`src/rtl/alu_sequencer.sv`:
```
// Command-side initiator for the 16-bit ALU: registers operands/opcode, captures the
// ALU outputs one cycle later, and returns them over a valid/ready response channel.
module alu_sequencer #(
    parameter int CNT_WIDTH = 16
) (
    input  logic                 clk,
    input  logic                 rst,
    input  logic                 cmd_valid,
    output logic                 cmd_ready,
    input  logic [3:0]           cmd_opcode,
    input  logic [15:0]          cmd_num_1,
    input  logic [15:0]          cmd_num_2,
    input  logic                 cmd_use_acc,
    output logic [15:0]          alu_num_1,
    output logic [15:0]          alu_num_2,
    output logic [3:0]           alu_opcode,
    input  logic [15:0]          alu_result,
    input  logic                 alu_zero,
    input  logic                 alu_carry,
    output logic                 rsp_valid,
    input  logic                 rsp_ready,
    output logic [15:0]          rsp_result,
    output logic                 rsp_zero,
    output logic                 rsp_carry,
    output logic                 rsp_err,
    output logic [15:0]          acc,
    output logic [CNT_WIDTH-1:0] op_count
);

    typedef enum logic [1:0] {
        IDLE = 2'd0,
        EXEC = 2'd1,
        RESP = 2'd2
    } state_t;

    state_t               state_reg,      state_next;
    logic                 cmd_ready_reg,  cmd_ready_next;
    logic [15:0]          alu_num_1_reg,  alu_num_1_next;
    logic [15:0]          alu_num_2_reg,  alu_num_2_next;
    logic [3:0]           alu_opcode_reg, alu_opcode_next;
    logic                 err_reg,        err_next;
    logic [15:0]          rsp_result_reg, rsp_result_next;
    logic                 rsp_zero_reg,   rsp_zero_next;
    logic                 rsp_carry_reg,  rsp_carry_next;
    logic                 rsp_err_reg,    rsp_err_next;
    logic [15:0]          acc_reg,        acc_next;
    logic [CNT_WIDTH-1:0] op_count_reg,   op_count_next;

    always_ff @(posedge clk or posedge rst) begin
        if (rst) begin
            state_reg      <= IDLE;
            cmd_ready_reg  <= 1'b0;
            alu_num_1_reg  <= '0;
            alu_num_2_reg  <= '0;
            alu_opcode_reg <= '0;
            err_reg        <= 1'b0;
            rsp_result_reg <= '0;
            rsp_zero_reg   <= 1'b0;
            rsp_carry_reg  <= 1'b0;
            rsp_err_reg    <= 1'b0;
            acc_reg        <= '0;
            op_count_reg   <= '0;
        end else begin
            state_reg      <= state_next;
            cmd_ready_reg  <= cmd_ready_next;
            alu_num_1_reg  <= alu_num_1_next;
            alu_num_2_reg  <= alu_num_2_next;
            alu_opcode_reg <= alu_opcode_next;
            err_reg        <= err_next;
            rsp_result_reg <= rsp_result_next;
            rsp_zero_reg   <= rsp_zero_next;
            rsp_carry_reg  <= rsp_carry_next;
            rsp_err_reg    <= rsp_err_next;
            acc_reg        <= acc_next;
            op_count_reg   <= op_count_next;
        end
    end

    always_comb begin
        state_next      = state_reg;
        alu_num_1_next  = alu_num_1_reg;
        alu_num_2_next  = alu_num_2_reg;
        alu_opcode_next = alu_opcode_reg;
        err_next        = err_reg;
        rsp_result_next = rsp_result_reg;
        rsp_zero_next   = rsp_zero_reg;
        rsp_carry_next  = rsp_carry_reg;
        rsp_err_next    = rsp_err_reg;
        acc_next        = acc_reg;
        op_count_next   = op_count_reg;

        case (state_reg)
            IDLE: begin
                // cmd_ready_reg is low until the first edge after reset release.
                if (cmd_valid && cmd_ready_reg) begin
                    alu_num_1_next  = cmd_use_acc ? acc_reg : cmd_num_1;
                    alu_num_2_next  = cmd_num_2;
                    alu_opcode_next = cmd_opcode;
                    err_next        = cmd_opcode[3];
                    state_next      = EXEC;
                end
            end
            EXEC: begin
                rsp_result_next = alu_result;
                rsp_zero_next   = alu_zero;
                // Carry only has meaning for add.
                rsp_carry_next  = alu_carry & (alu_opcode_reg == 4'b0000);
                rsp_err_next    = err_reg;
                state_next      = RESP;
            end
            RESP: begin
                if (rsp_ready) begin
                    op_count_next = op_count_reg + CNT_WIDTH'(1);
                    if (!rsp_err_reg) begin
                        acc_next = rsp_result_reg;
                    end
                    state_next = IDLE;
                end
            end
            default: begin
                state_next = IDLE;
            end
        endcase

        cmd_ready_next = (state_next == IDLE);
    end

    assign cmd_ready  = cmd_ready_reg;
    assign alu_num_1  = alu_num_1_reg;
    assign alu_num_2  = alu_num_2_reg;
    assign alu_opcode = alu_opcode_reg;
    assign rsp_valid  = (state_reg == RESP);
    assign rsp_result = rsp_result_reg;
    assign rsp_zero   = rsp_zero_reg;
    assign rsp_carry  = rsp_carry_reg;
    assign rsp_err    = rsp_err_reg;
    assign acc        = acc_reg;
    assign op_count   = op_count_reg;

endmodule

```
`config.mk`:
```
export PLATFORM = sky130hd
export DESIGN_NAME = alu_sequencer
export DESIGN_NICKNAME = d
export VERILOG_FILES = /design/src/rtl/alu_sequencer.sv
export SDC_FILE = /design/constraint.sdc
export NUM_CORES = 1
export LEC_CHECK = 0
export CORE_MARGIN = 8
export CORE_UTILIZATION = 43
export DETAILED_ROUTE_END_ITERATION = 10
export GPL_TIMING_DRIVEN = 0
export PLACE_DENSITY = 0.88
export REMOVE_ABC_BUFFERS = 1
export SETUP_SLACK_MARGIN = 0.2
export SKIP_CTS_REPAIR_TIMING = 1
export SLEW_MARGIN = 20
export SYNTH_ARGS = -nofsm -noshare
export SYNTH_HDL_FRONTEND = slang
export SYNTH_SLANG_ARGS = --single-unit
export TNS_END_PERCENT = 1
```
`constraint.sdc`:
```
create_clock -name clk -period 3.74 [get_ports clk]
set_input_delay 1.122 -clock clk [delete_from_list [all_inputs] [get_ports clk]]
set_output_delay 1.122 -clock clk [all_outputs]
set_load 0.05 [all_outputs]
```
==> results.yml <==
power:
  leakagePower_nw: 2.39
  p_total_mw: 5.58
  cellPowerDensity_nw_per_um2: 1020
  ir_drop_uv: 654
drt:
  drc: 0
  routed_wl_um: 9600
  via_count: 2709
  viasPerCell: 4.88
  drt_iter0_markers: 35
  antenna_left: 0
  drt-wirelength-per-cell_um: 17.3
  drtPass1Iterations: 4
finish:
  layout-drive-gt1-share_pct: 13.3
  area_growth_pct: 48.8
  layout_commonest_cell: "clkdlybuf4s50_1"
  most-common-layout-cells: "147 x clkdlybuf4s50_1, 90 x dfrtp_1, 61 x nand2_1, 27 x mux2_2, 19 x nor2_1"
  nets: 506
  num_antenna_cells: 0
clock_network:
  cts_max_level: 3
  cts.clk_slew.worst_paths_ns: 0.08
  clock_tree.root_cell: "clkbuf_8"
  clk_latency_ns: 0.34
  cts.path.max_buffers: 2
  cts_buffers: 9
  cts_sinks: 90
  cts_tree: "built"
flow_run:
  timing.max_cap.violations: 0
hold_path:
  whs_path_depth: 1
  hold_class: "reg2reg"
timing:
  post-route-period-util_pct: 78.4
  rsz0062_at_grt: "false"
  setup_violations: 0
  fin_worst_skew_ns: 0.0108
  layout_min_cycle_time_ns: 2.93
  worstMarginPinSlew_ns: 1.08
  hold_viol: 0
  slew_viol_final: 0
  whs_ns: 0.480
  maxSlewHeadroom_pct: 27.8
  fin_ws_ns: 0.808
  max_freq_mhz: 341
yosys:
  yosysWarnings: 0
  syn_area_um2: 3670
  synth.avg_cell_area_um2: 12.3
  synth.top_cells.by_area: "dfrtp_1 61%, mux2_2 8.3%, nand2_1 6.2%, mux2i_1 4.4%, mux2_4 4.1%"
  ys_ff_latch: 90
  ys_seq_area_share_pct: 61.3
  ys_types: 31
  synth_edf_count: 0
  yosys.area.top_type: "dfrtp_1"
  synth_ff_type: "dfrtp_1"
  synth_cells: 299
  synth_top_cell_area_share_pct: 61.3
  synth_async_sr_flop_share_pct: 100
die:
  die_w_um: 108
  design.core.area_um2: 8260
  initial_utilization_pct: 44.5
  ios: 148
  dieArea_um2: 11700
  rows: 33
  fp.dieH_um: 108
placement:
  dp_slack_ns: 0.606
  io_buffers: 147
  routabilityCongestion: 0.724
  hpwl_um: 7410
global_route:
  overflow: 0
  grt_max_degree: 57
  grt_usage_pct: 16.6
  antenna_found_initial: 0
  grt_pass1_vias: 2953
  grt_pass1_wl_um: 15500
worst_setup_path:
  critPathCaptureType: "output pin"
  startpoint_type: "flop"
  cp.required_ns: 2.62
  crit_path_max_fanout: 5
  critPathKind: "reg2out"
  cp_data_arrival_time_ns: 1.81
  r2r.worst_path.cells: 3
status:
  status: "complete, no violations"
Yosys cell counts (3+ instances only):
cell type	instances
a21oi_1	16
buf_2	6
buf_4	3
clkbuf_1	3
dfrtp_1	90
inv_1	3
mux2_2	27
mux2_4	10
mux2i_1	16
nand2_1	61
nand3_1	6
nand4_1	6
nor2_1	19
xnor2_1	12
xor2_1	3
worst paths after layout:
check | start | endpoint | slack [ns]
worst min register to register | op_count[15] | op_count[15] | 0.48
max in group asynchronous | rst | alu_num_1[0] | 1.83
min in group asynchronous | rst | op_count[7] | 1.27
worst min-delay path | op_count[15] | op_count[15] | 0.48
worst max register to register | state_reg[0] | acc[10] | 1.77
worst max-delay path | state_reg[0] | rsp_valid | 0.81
area by class of cell:
| class | count | area, um2 |
|---|---|---|
| fill | 640 | 2800 |
| sequential | 90 | 2250 |
| timing repair buffer | 152 | 1560 |
| multi-input combinational | 190 | 1310 |
| clock buffer | 11 | 141 |
| tap | 105 | 131 |
| clock inverter | 4 | 52.6 |
| inverter | 3 | 13.8 |
worst max-delay path: stages, from the launching register on:
cell,delay [ns]
dfrtp_1,0.44
nand2b_1,0.18
inv_1,0.06
clkdlybuf4s50_1,0.79
routing by layer:
metal	part of all wire, %	vias to the layer above	track usage [%]
met1	40	1324	19.2
met5	0	-	0
met3	7.5	14	5.71
met2	51	82	28.4
li1	-	1289	-
met4	1.5	0	5.08
power by group:
part	leakage, nW	switching [mW]	internal [mW]
sequential	1.09	0.304	1.39
clock	0.0877	0.325	0.324
combinational	1.22	2.07	1.16
metrics by stage:
step	instance area [um2]	setup TNS [ns]	cells	utilization [%]
2_1_floorplan	3570	0	283	-
3_3_place_gp	5170	-130.56	535	62.6
3_5_place_dp	5270	0	540	63.8
4_1_cts	5460	0	555	66.2
5_1_grt	5460	0	555	66.2
6_report	5460	0	555	66.2
cells by family (layout without fill, tap and decap cells):
family / after synthesis / in the layout / share of synthesized area, %
xor gates and xnor gates: 15 / 15 / 3.58
and+or+nand+nor: 104 / 104 / 12.5
DFF: 90 / 90 / 61.3
buffers and inverters: 19 / 170 / 3.17
adders and majority gates: 1 / 1 / 0.341
muxes: 53 / 53 / 16.7
AOI/OAI and AO/OA: 17 / 17 / 2.32
Power figures use the tool's default switching activity.
